## src/rtl/load_scoreboard_if.sv

```systemverilog
// load_scoreboard_if
//   Bundles the issue, memory-response, writeback and hazard signals that
//   connect the pipeline to the load scoreboard.
//   master : pipeline side (drives issue/response/ID operands, sees results)
//   slave  : scoreboard side
//   Signals:
//     issue_valid / issue_rd / issue_ready  load leaving EX toward memory
//     mem_resp_valid                        data returned for oldest load
//     wb_valid / wb_rd                      register-file writeback port
//     if_id_rs1 / if_id_rs2 / stall         ID-stage operand hazard check
//     pending_count / error                 status

interface load_scoreboard_if #(
  parameter int DEPTH = 4,
  parameter int REG_W = 5
) ();
  localparam int CNT_W = $clog2(DEPTH + 1);

  logic             issue_valid;
  logic [REG_W-1:0] issue_rd;
  logic             issue_ready;
  logic             mem_resp_valid;
  logic             wb_valid;
  logic [REG_W-1:0] wb_rd;
  logic [REG_W-1:0] if_id_rs1;
  logic [REG_W-1:0] if_id_rs2;
  logic             stall;
  logic [CNT_W-1:0] pending_count;
  logic             error;

  modport master (
    output issue_valid, issue_rd, mem_resp_valid, if_id_rs1, if_id_rs2,
    input  issue_ready, wb_valid, wb_rd, stall, pending_count, error
  );

  modport slave (
    input  issue_valid, issue_rd, mem_resp_valid, if_id_rs1, if_id_rs2,
    output issue_ready, wb_valid, wb_rd, stall, pending_count, error
  );
endinterface

```

## src/rtl/load_scoreboard.sv

```systemverilog
// load_scoreboard
//   In-order tag FIFO of destination registers for loads that have left EX
//   but not yet written back. Loads are pushed at issue and popped at memory
//   response; each pop drives the register-file writeback address. ID-stage
//   operands that name a still-outstanding destination raise stall.
//   Ports:
//     clk    rising-edge clock
//     rst_n  asynchronous active-low reset
//     sb     load_scoreboard_if.slave (issue, response, writeback, hazard,
//            pending_count, sticky error)

module load_scoreboard #(
  parameter int DEPTH = 4,
  parameter int REG_W = 5
) (
  input  logic                clk,
  input  logic                rst_n,
  load_scoreboard_if.slave    sb
);
  localparam int PTR_W = (DEPTH > 1) ? $clog2(DEPTH) : 1;
  localparam int CNT_W = $clog2(DEPTH + 1);

  logic [DEPTH-1:0] r_valid;
  logic [REG_W-1:0] r_rd [DEPTH];
  logic [PTR_W-1:0] r_wr_ptr;
  logic [PTR_W-1:0] r_rd_ptr;
  logic [CNT_W-1:0] r_count;
  logic             r_error;

  logic             w_full;
  logic             w_empty;
  logic             w_push;
  logic             w_pop;
  logic             w_err_set;
  logic [REG_W-1:0] w_head_rd;
  logic             w_busy_rs1;
  logic             w_busy_rs2;

  assign w_full    = (r_count == CNT_W'(DEPTH));
  assign w_empty   = (r_count == '0);
  // Full blocks issue even when a pop happens in the same cycle.
  assign w_push    = sb.issue_valid && !w_full;
  assign w_pop     = sb.mem_resp_valid && !w_empty;
  assign w_err_set = (sb.mem_resp_valid && w_empty) || (sb.issue_valid && w_full);
  assign w_head_rd = r_rd[r_rd_ptr];

  // The head entry being popped this cycle is written back through a
  // write-first register file, so it no longer counts as busy.
  always_comb begin
    w_busy_rs1 = 1'b0;
    w_busy_rs2 = 1'b0;
    for (int i = 0; i < DEPTH; i++) begin
      if (r_valid[i] && !(w_pop && (PTR_W'(i) == r_rd_ptr))) begin
        if (r_rd[i] == sb.if_id_rs1) w_busy_rs1 = 1'b1;
        if (r_rd[i] == sb.if_id_rs2) w_busy_rs2 = 1'b1;
      end
    end
    if (sb.if_id_rs1 == '0) w_busy_rs1 = 1'b0;
    if (sb.if_id_rs2 == '0) w_busy_rs2 = 1'b0;
  end

  always_ff @(posedge clk or negedge rst_n) begin
    if (!rst_n) begin
      r_valid  <= '0;
      for (int i = 0; i < DEPTH; i++) r_rd[i] <= '0;
      r_wr_ptr <= '0;
      r_rd_ptr <= '0;
      r_count  <= '0;
      r_error  <= 1'b0;
    end else begin
      // Push and pop never target the same slot: that would need the FIFO
      // to be both full (no push) and empty (no pop).
      if (w_pop) begin
        r_valid[r_rd_ptr] <= 1'b0;
        r_rd[r_rd_ptr]    <= '0;
        r_rd_ptr          <= r_rd_ptr + PTR_W'(1);
      end
      if (w_push) begin
        r_valid[r_wr_ptr] <= 1'b1;
        r_rd[r_wr_ptr]    <= sb.issue_rd;
        r_wr_ptr          <= r_wr_ptr + PTR_W'(1);
      end
      if (w_push && !w_pop)      r_count <= r_count + CNT_W'(1);
      else if (w_pop && !w_push) r_count <= r_count - CNT_W'(1);
      if (w_err_set) r_error <= 1'b1;
    end
  end

  assign sb.issue_ready   = !w_full;
  assign sb.wb_rd         = w_head_rd;
  // Loads to x0 occupy a slot and pop normally but never write back.
  assign sb.wb_valid      = w_pop && (w_head_rd != '0);
  assign sb.stall         = w_busy_rs1 || w_busy_rs2;
  assign sb.pending_count = r_count;
  assign sb.error         = r_error;

endmodule
```

## src/flat_wrapper.sv

```systemverilog
// flat-port wrapper written by rule: the top's interface ports become plain ports
module load_scoreboard_flat 
#(
  parameter int DEPTH = 4,
  parameter int REG_W = 5
)
  (clk, rst_n, sb_issue_valid, sb_issue_rd, sb_mem_resp_valid, sb_if_id_rs1, sb_if_id_rs2, sb_issue_ready, sb_wb_valid, sb_wb_rd, sb_stall, sb_pending_count, sb_error);
  load_scoreboard_if #(.DEPTH(DEPTH), .REG_W(REG_W)) sb_i ();
  input  logic clk;
  input  logic rst_n;
  input wire logic [$bits(sb_i.issue_valid)-1:0] sb_issue_valid;
  input wire logic [$bits(sb_i.issue_rd)-1:0] sb_issue_rd;
  input wire logic [$bits(sb_i.mem_resp_valid)-1:0] sb_mem_resp_valid;
  input wire logic [$bits(sb_i.if_id_rs1)-1:0] sb_if_id_rs1;
  input wire logic [$bits(sb_i.if_id_rs2)-1:0] sb_if_id_rs2;
  output wire logic [$bits(sb_i.issue_ready)-1:0] sb_issue_ready;
  output wire logic [$bits(sb_i.wb_valid)-1:0] sb_wb_valid;
  output wire logic [$bits(sb_i.wb_rd)-1:0] sb_wb_rd;
  output wire logic [$bits(sb_i.stall)-1:0] sb_stall;
  output wire logic [$bits(sb_i.pending_count)-1:0] sb_pending_count;
  output wire logic [$bits(sb_i.error)-1:0] sb_error;
  assign sb_i.issue_valid = sb_issue_valid;
  assign sb_i.issue_rd = sb_issue_rd;
  assign sb_i.mem_resp_valid = sb_mem_resp_valid;
  assign sb_i.if_id_rs1 = sb_if_id_rs1;
  assign sb_i.if_id_rs2 = sb_if_id_rs2;
  assign sb_issue_ready = sb_i.issue_ready;
  assign sb_wb_valid = sb_i.wb_valid;
  assign sb_wb_rd = sb_i.wb_rd;
  assign sb_stall = sb_i.stall;
  assign sb_pending_count = sb_i.pending_count;
  assign sb_error = sb_i.error;
  load_scoreboard #(.DEPTH(DEPTH), .REG_W(REG_W)) u_core (.clk(clk), .rst_n(rst_n), .sb(sb_i));
endmodule
```

## config.mk

```make
export PLATFORM = sky130hd
export DESIGN_NAME = load_scoreboard_flat
export DESIGN_NICKNAME = d
export VERILOG_FILES = /design/src/rtl/load_scoreboard_if.sv /design/src/rtl/load_scoreboard.sv /design/src/flat_wrapper.sv
export SDC_FILE = /design/constraint.sdc
export NUM_CORES = 1
export LEC_CHECK = 0
export CAP_MARGIN = 25
export CORE_MARGIN = 2
export CORE_UTILIZATION = 55
export DETAILED_ROUTE_END_ITERATION = 7
export HOLD_SLACK_MARGIN = 0.03
export PLACE_DENSITY_LB_ADDON = 0.12
export SKIP_CTS_REPAIR_TIMING = 1
export SYNTH_ARGS = -nofsm -noshare
export SYNTH_HDL_FRONTEND = slang
export SYNTH_SLANG_ARGS = --single-unit
```

## constraint.sdc

```tcl
create_clock -name clk -period 2.59 [get_ports clk]
set_clock_uncertainty 0.05 [all_clocks]
set_input_delay 0.3885 -clock clk [delete_from_list [all_inputs] [get_ports clk]]
set_output_delay 0.3885 -clock clk [all_outputs]
set_load 0.01 [all_outputs]
```

## Yosys cells after proc, flatten, opt, wreduce, memory -nomap -nowiden

Index checks and enable logic that the tools add are counted.

| storage, ports and cells | value |
|---|---|
| logic and storage cells | 111 |
| bits in registers | 32 |
| output and inout bits | 12 |

| cells by class | value |
|---|---|
| magnitude comparators | 8 |
| bitwise operators | 7 |
| add/sub/neg operators | 4 |
| equal/unequal tests | 12 |
| muxes and demuxes | 36 |
| reduce and logical (&&, ||, !) cells | 35 |

Operators by type and width:

| kind | number |
|---|---|
| 5-bit == test | 8 |
| 20-bit 2-to-1 mux | 2 |
| 20-bit AND | 1 |
| 20-bit bitwise mux | 1 |
| 5-bit demux with 2-bit select | 2 |
| 1-bit 2-to-1 mux | 20 |
| 5-bit 2-to-1 mux | 4 |
| 20-bit NOT | 1 |
| 1-bit logical AND | 19 |
| 5-bit binary-select mux with 2-bit select | 1 |
| 5-bit logical NOT | 2 |
| 1-bit logical NOT | 8 |
| 4-bit 2-to-1 mux | 2 |
| 3-bit >= comparator, second input constant | 2 |
| 2-bit by 3-bit less-than comparator with 1-bit output, second input constant | 2 |
| 3-bit by 1-bit less-than comparator with 1-bit output, second input constant | 2 |
| 3-bit 2-to-1 mux | 2 |
| 2-bit NOT with 3-bit output | 2 |
| 5-bit nonzero test | 1 |
| 2-bit by 1-bit adder with 2-bit output, second input constant | 2 |
| 4-bit AND | 1 |
| 1-bit demux with 2-bit select | 2 |
| 2-bit == test, first input constant | 2 |
| 2-bit by 1-bit >= comparator with 1-bit output, second input constant | 2 |
| other kinds (10) | 11 |

## Logic depth before layout (Yosys ltp)

Gate-level depths: netlist of the first run.

| logic depth | value |
|---|---|
| depth in word-level cells | 15 |
| gate-level depth with buffers | 9 |

## Worst setup path before layout of the first run

No wires, ideal clock.

| path | value |
|---|---|
| path type | register to register |
| start | register u_core.r_count[0], in the netlist u_core.sb.pending_count[0] |
| end | register u_core.r_count[2], in the netlist u_core.sb.pending_count[2] |
| arrival | 2.109 ns |
| stages on the path, launching flop included | 10 |
| path buffers | 1 |
| library setup time | 0.079 ns |
| path slack | 0.352 ns |
| path through | dfrtp_1 -> nor2_1 -> a21boi_2 -> buf_4 -> ha_1 -> inv_1 -> fa_1 -> xor2_1 -> nor2_1 -> xor2_1 |

| on the way | value |
|---|---|
| longest elaborated chain between the ends | 6 |
| elaborated cells on any way between the ends | 15 |
| those cells by class | add/sub (2); eq/ne (1); mux (2); reduce/logical (10) |

RTL lines:

| element | line | text |
|---|---|---|
| start, declared | load_scoreboard.sv:27 | `logic [CNT_W-1:0] r_count;` |
| start signal, assigned | load_scoreboard.sv:83 | `if (w_push && !w_pop) r_count <= r_count + CNT_W'(1);` |
| start signal, assigned | load_scoreboard.sv:84 | `else if (w_pop && !w_push) r_count <= r_count - CNT_W'(1);` |
| 3-bit == test * | load_scoreboard.sv:39 | `assign w_full = (r_count == CNT_W'(DEPTH));` |
| 1-bit logical NOT * | load_scoreboard.sv:42 | `assign w_push = sb.issue_valid && !w_full;` |
| 1-bit logical AND * | load_scoreboard.sv:42 |  |
| via u_core.w_push | load_scoreboard.sv:32 | `logic w_push;` |
| 1-bit logical NOT | load_scoreboard.sv:84 |  |
| 1-bit logical AND | load_scoreboard.sv:84 |  |
| 2-bit nonzero test (no source line) | n/a |  |

The timed path passes the listed nets; every way through them passes the cells marked *. The select of a mux whose other input is x is not followed.
A chain may end at the register's enable or synchronous reset.

## Worst setup path after layout of the first run

| path | value |
|---|---|
| start | register u_core.r_rd_ptr[0] |
| end | output sb_stall |

| on the way | value |
|---|---|
| longest elaborated chain between the ends | 13 |
| elaborated cells on any way between the ends | 33 |
| those cells by class | eq/ne (3); mux (16); reduce/logical (14) |

RTL lines:

| element | line | text |
|---|---|---|
| start, declared | load_scoreboard.sv:26 | `logic [PTR_W-1:0] r_rd_ptr;` |
| start signal, assigned | load_scoreboard.sv:76 | `r_rd_ptr <= r_rd_ptr + PTR_W'(1);` |
| 2-bit logical NOT | load_scoreboard.sv:53 | `if (r_valid[i] && !(w_pop && (PTR_W'(i) == r_rd_ptr))) begin` |
| 1-bit logical AND | load_scoreboard.sv:53 |  |
| 1-bit logical NOT | load_scoreboard.sv:53 |  |
| 1-bit logical AND | load_scoreboard.sv:53 |  |
| 1-bit 2-to-1 mux | load_scoreboard.sv:53 |  |
| 1-bit 2-to-1 mux, on equally long branches | load_scoreboard.sv:54, load_scoreboard.sv:55 |  |
| 1-bit 2-to-1 mux | load_scoreboard.sv:53 |  |
| 1-bit 2-to-1 mux, on equally long branches | load_scoreboard.sv:54, load_scoreboard.sv:55 |  |
| 1-bit 2-to-1 mux | load_scoreboard.sv:53 |  |
| 1-bit 2-to-1 mux, on equally long branches | load_scoreboard.sv:54, load_scoreboard.sv:55 |  |
| 1-bit 2-to-1 mux | load_scoreboard.sv:53 |  |
| 1-bit 2-to-1 mux, on equally long branches | load_scoreboard.sv:58, load_scoreboard.sv:59 |  |
| 1-bit logical OR * | load_scoreboard.sv:93 | `assign sb.stall = w_busy_rs1 \|\| w_busy_rs2;` |
| end, declared | flat_wrapper.sv:19 | `output wire logic [$bits(sb_i.stall)-1:0] sb_stall;` |

Every way passes the cells marked *; elsewhere a longest branch is shown, timed or not.

==> out/summary.txt, run 1 <==
Status: complete, no violations
DR vias/cell: 5.90
Crit path max-delay family: simple AND/OR/NAND/NOR gates
DRC Markers: 0
Die area: 0.00451 sq mm
Fin crit share: 95.5%
First-pass GRT wire length: 9140 um
FMAX: 404 MHz
Area Growth Syn to Fin: 27.6%
TritonCTS Buffers: 5
Nets: 281
Worst setup endpoint: sb_stall
Worst EP arrival: 2.03 ns
Commonest non-fill, non-tap cell in the layout: xnor2_1
GRT overflow: 0
Clk_lat worst skew: 0.28 ns
Critical path class: reg2out
Setup crit end kind: output pin
# setup viols final: 0
Cell variety after synth: 34
Clk root buf: clkbuf_8
Syn Nets: 237
FFs w/ async S/R, synth: 100%
RSZ-0062 raised after global routing: no
Core Region: 0.00374 sq mm
Largest net degree at the start of global routing: 33
Fraction of layout cells with a size suffix above 1: 23.3%
Initial Util: 58.6%
H-tree levels: 2
Leak: 1.21 nW
Synth warnings: 0
Routed Antenna Nets: 0
Initial antenna violation count: 0
CP Launch Type: flip-flop
CP Depth: 9
Core Util, Final: 74.8%
Commonest non-fill, non-tap cells in the layout: xnor2_1, dfrtp_1, clkdlybuf4s50_1
Rows: 22
Peak supply drop: 0.779 mV
Worst setup margin: 0.118 ns
Slew headroom: 74.0%
CTS max path bufs: 2
Maxcap violations: 0
Worst reg2reg startpoint: u_core.sb.pending_count[0]
Register area share after synthesis: 36.5%
Buf+Inv Stages, Crit Path: 3
Slew @ Worst Pin: 0.390 ns
Reg2reg path depth: 8
Avg Cell Area, Syn: 10.5 sq um
Gr usage total: 28.1%
Worst path cell trace: buf_4 -> inv_1 -> ha_1 -> o311ai_4 -> nand2_2 -> nor3_1 -> nor4_1 -> o22ai_1 -> dlymetal6s2s_1
Vias in the first global route: 1805
R2R Setup Slk: 0.42 ns
CP peak stage delay: 0.44 ns
TNS Setup: 0 ns
Post-synth EDFFs: 0
Mapped Area: 0.00219 sq mm
Power Dens Cells: 1130 mW/mm^2
CP Launch Point: u_core.r_rd_ptr[0]
CP Max Fanout: 4
# port buffers: 30
# IOs: 31
CTS tree: done
DP HPWL: 4230 um
Initial DRC Count: 144
Final Total Pwr: 0.00317 W
Pre-CTS WS: -0.237 ns
Wirelength, routed: 5570 um
ANT cells: 0
Final Hold Vio Count: 0
# fillers: 269
Slowest cell on crit path: dfrtp_2
Clock sink total: 32
FF-to-FF End: u_core.sb.pending_count[2]
Die Width: 67.2 um
Gpl congestion: 0.937
Post-DR wirelength/cell: 18.5 um
Final Max Slew Viols: 0
Tmin final: 2.47 ns
DR pass1 iterations: 4
Synthesis-stage register bit count: 32
Syn Inst Count: 208
CP required: 2.15 ns
Tightest Hold Check Type: reg2reg
Routed via count: 1775
Clk slew on worst S/H paths: 0.07 ns
Die H: 67.2 um
Top_reg_cell synth: dfrtp_1
synthesized netlist by cell type, types with 5 or more instances:
cell	n	area share [%]
xor2_1	8	3.2
nor3_1	6	1.4
nor4_1	5	1.4
a22o_1	5	2.0
ha_1	9	5.1
a31o_1	15	6.0
nand3_1	8	1.8
and3_1	15	4.3
clkbuf_1	9	1.5
nand2_2	6	1.7
inv_1	6	1.0
mux4_2	5	5.1
nand2_1	10	1.7
nor2_1	6	1.0
dfrtp_1	32	37
xnor2_1	37	15
report_power, final:
part | switching [W] | total (W) | internal (W)
Sequential | 0.000349 | 0.00107 | 0.000724
Clock | 0.000175 | 0.000391 | 0.000216
Combinational | 0.000755 | 0.00170 | 0.000948
Total | 0.00128 | 0.00317 | 0.00189
per-stage QoR:
step                hold slack (ns)  cells  instance area (sq um)
floorplan                    0.0429    208                   2190
global placement              0.390    292                   2650
detailed placement            0.404    292                   2650
CTS                           0.419    300                   2740
global route                  0.434    301                   2800
finish                        0.418    301                   2800
kinds of logic after synthesis:
family                   after synthesis  share of synthesized area [%]
AND/OR/NAND/NOR                       61                           14.9
XOR/XNOR                              45                           18.0
flip-flops                            32                           36.5
AO/OA/AOI/OAI                         30                           13.6
buffers and inverters                 22                           4.28
adder cells (fa/ha/maj)               10                           6.05
multiplexers                           8                           6.67
registers in the layout (all words and copies together), names as in the netlist:
| name | cells |
|---|---|
| u_core.r_rd | 20 |
| u_core.r_valid | 4 |
| u_core.sb.pending_count | 3 |
| u_core.r_rd_ptr | 2 |
| u_core.r_wr_ptr | 2 |
| u_core.sb.error | 1 |
how the worst min path moves through the flow:
stage,startpoint,endpoint,slack [ns],cells past startpoint
after CTS,u_core.sb.error,u_core.sb.error,0.42,1
after global routing,u_core.sb.error,u_core.sb.error,0.43,1
after global placement,u_core.sb.error,u_core.sb.error,0.39,1
final,u_core.sb.error,u_core.sb.error,0.42,1
after floorplan,rst_n,u_core.r_rd[0],0.04,0
after detailed placement,u_core.sb.error,u_core.sb.error,0.40,1
area by class of cell:
cell class / count / area (sq um) / area share, %
Multi-Input combinational cell: 154 / 1330 / 47.6
Sequential cell: 32 / 806 / 28.8
Timing Repair Buffer: 53 / 484 / 17.3
Clock buffer: 7 / 86.3 / 3.08
Tap cell: 48 / 60.1 / 2.15
Inverter: 6 / 22.5 / 0.805
Clock inverter: 1 / 7.51 / 0.268
routing by layer:
layer  share of wire, %  track usage [%]  up-vias
li1                   -                -      818
met3                9.6             6.33       10
met1                 44             38.5      869
met5                  0                0        -
met2                 45             44.6       78
met4                1.2             8.67        0
(Power assumes the default switching activity.)
==> run 2: changes to the inputs <==
Settings changed: CAP_MARGIN 25 to default.
==> results of run 2 <==
The final DEF is identical to that of run 1; final timing and power are the same.
==> run 3: changes to the inputs <==
--- a/config.mk
+++ b/config.mk
@@ -12,4 +12,5 @@
 export PLACE_DENSITY_LB_ADDON = 0.12
 export SKIP_CTS_REPAIR_TIMING = 1
+export SLEW_MARGIN = 20
 export SYNTH_ARGS = -nofsm -noshare
 export SYNTH_HDL_FRONTEND = slang
==> constraint.sdc (replaced) <==
create_clock -name clk -period 2.59 [get_ports clk]
set_clock_uncertainty 0.05 [all_clocks]
set_input_delay 0.518 -clock clk [delete_from_list [all_inputs] [get_ports clk]]
set_output_delay 0.518 -clock clk [all_outputs]
set_load 0.01 [all_outputs]
==> run 3 against run 2 <==
Net effect: the flow now finishes with violations (negative setup slack); die area stayed put; sequential cell count stayed put; routed wire length is 4.7% higher; non-clock buffer count is 1 higher; maximum frequency is 7.2% lower; sequential share of layout area is 0.41 points lower; critical path type is now in2out; critical endpoint unchanged; highest routed layer unchanged.
==> out/summary.txt, run 3 (synthesis gave the netlist of run 1 again) <==
Final Max Slew Viols: 0
Gr usage total: 28.6%
Die area: 0.00451 sq mm
R2R Setup Slk: 0.38 ns
CP required: 2.02 ns
Hold Path End: u_core.sb.error
DR pass1 iterations: 4
# port buffers: 30
Die Width: 67.2 um
Combinational Power Share: 52.0%
Tmin final: 2.67 ns
Worst EP arrival: 2.10 ns
CTS tree: done
Net Switching: 0.00130 W
CP Launch Type: input port
Fraction of layout cells with a size suffix above 1: 22.4%
Pre-CTS WS: -0.498 ns
WHS: 0.415 ns
Leak: 1.25 nW
GRT overflow: 0
Tightest Hold Check Type: reg2reg
First-pass GRT wire length: 9180 um
Failing checks: negative setup slack
# IOs: 31
FMAX: 375 MHz
Commonest non-fill, non-tap cells in the layout: xnor2_1, dfrtp_1, clkdlybuf4s50_1
Nets: 282
Setup crit end kind: output pin
Die H: 67.2 um
CP Max Fanout: 4
RSZ-0062 raised after global routing: yes
Largest net degree at the start of global routing: 33
Sw frac: 39.3%
Clk slew on worst S/H paths: 0.06 ns
Slew @ Worst Pin: 0.393 ns
Slew headroom: 73.7%
Final Total Pwr: 0.00331 W
H-tree levels: 2
TNS Setup: -0.0755 ns
Worst setup margin: -0.0755 ns
Initial antenna violation count: 0
Clk root buf: clkbuf_8
DRC Markers: 0
Largest Register: u_core.r_rd
Vias in the first global route: 1843
Commonest non-fill, non-tap cell in the layout: xnor2_1
DR vias/cell: 5.85
TritonCTS Buffers: 5
Critical path class: in2out
Hold Path Depth: 1
Reg2reg path depth: 9
Routed via count: 1767
ANT cells: 0
Power Dens Cells: 1170 mW/mm^2
Max reg flops: 20
Fin crit share: 103%
DP HPWL: 4420 um
Worst reg2reg startpoint: u_core.sb.pending_count[1]
CTS max path bufs: 2
Clock sink total: 32
Area Growth Syn to Fin: 28.9%
Internal: 0.00201 W
Hold path startpoint: u_core.sb.error
Maxcap violations: 0
Initial DRC Count: 183
# setup viols final: 1
Core Util, Final: 75.5%
Post-DR wirelength/cell: 19.3 um
Peak supply drop: 0.812 mV
Clock share of power: 15.8%
Core Region: 0.00374 sq mm
Rows: 22
Gpl congestion: 0.928
Initial Util: 58.6%
FF-to-FF End: u_core.sb.pending_count[2]
Final Hold Vio Count: 0
Routed Antenna Nets: 0
Status: finished, violations left
Clk_lat worst skew: 0.29 ns
Wirelength, routed: 5830 um
Portion of total power attributed to sequential cells: 32.2%
## run 3: cell count changes in the layout (fill, tap and decap cells not counted), sizes merged
cell	previous run	this run
clkdlybuf4s50	27	26
clkinvlp	1	0
dlymetal6s2s	3	4
buf	23	24
bufinv	0	1
## run 3: power by group through the flow
stage	Clock (W)	Combinational [W]	Sequential [W]
after global placement	0	0.00159	0.00105
after floorplan	0	0.00110	0.000956
after CTS	0.000527	0.00168	0.00106
after global routing	0.000546	0.00188	0.00109
final	0.000522	0.00172	0.00106
after detailed placement	0	0.00167	0.00106
## run 3: worst max-delay path by stage
| stage | from | end | depth (start not counted) |
|---|---|---|---|
| finish | sb_if_id_rs1[1] | sb_stall | 8 |
| floorplan | u_core.sb.pending_count[0] | u_core.sb.pending_count[2] | 9 |
| detailed placement | sb_mem_resp_valid | sb_stall | 7 |
| global placement | sb_mem_resp_valid | sb_stall | 7 |
| global route | u_core.r_rd_ptr[0] | sb_stall | 9 |
| CTS | sb_mem_resp_valid | sb_stall | 7 |
## run 3: per-stage QoR
step / std cells / cell area [sq um]
floorplan: 208 / 2190
global placement: 293 / 2660
detailed placement: 293 / 2660
CTS: 301 / 2780
global route: 302 / 2830
finish: 302 / 2830
## run 3: per-layer routing
layer / routed length [um] / share of wire [%] / vias to the layer above / track usage [%]
met5: 0 / 0 / - / 0
met4: 102 / 1.7 / 0 / 10.7
met3: 421 / 7.2 / 11 / 6.17
met2: 2710 / 46 / 77 / 45.4
met1: 2600 / 45 / 860 / 38.7
li1: - / - / 819 / -
## run 3: area by class of cell
class / count / area, sq um
inverter: 6 / 22.5
timing repair buffer: 54 / 490
tap: 48 / 60.1
multi-input combinational: 154 / 1330
clock inverter: 1 / 30.0
sequential: 32 / 802
clock buffer: 7 / 96.3
fill: 270 / 917
## run 3: critical path, cell delays in order
cell	delay, ns
clkdlybuf4s50_1	0.51
buf_4	0.20
xnor2_1	0.12
nand3_1	0.09
nor3_1	0.05
nor4_1	0.31
o22ai_1	0.12
dlymetal6s2s_1	0.18
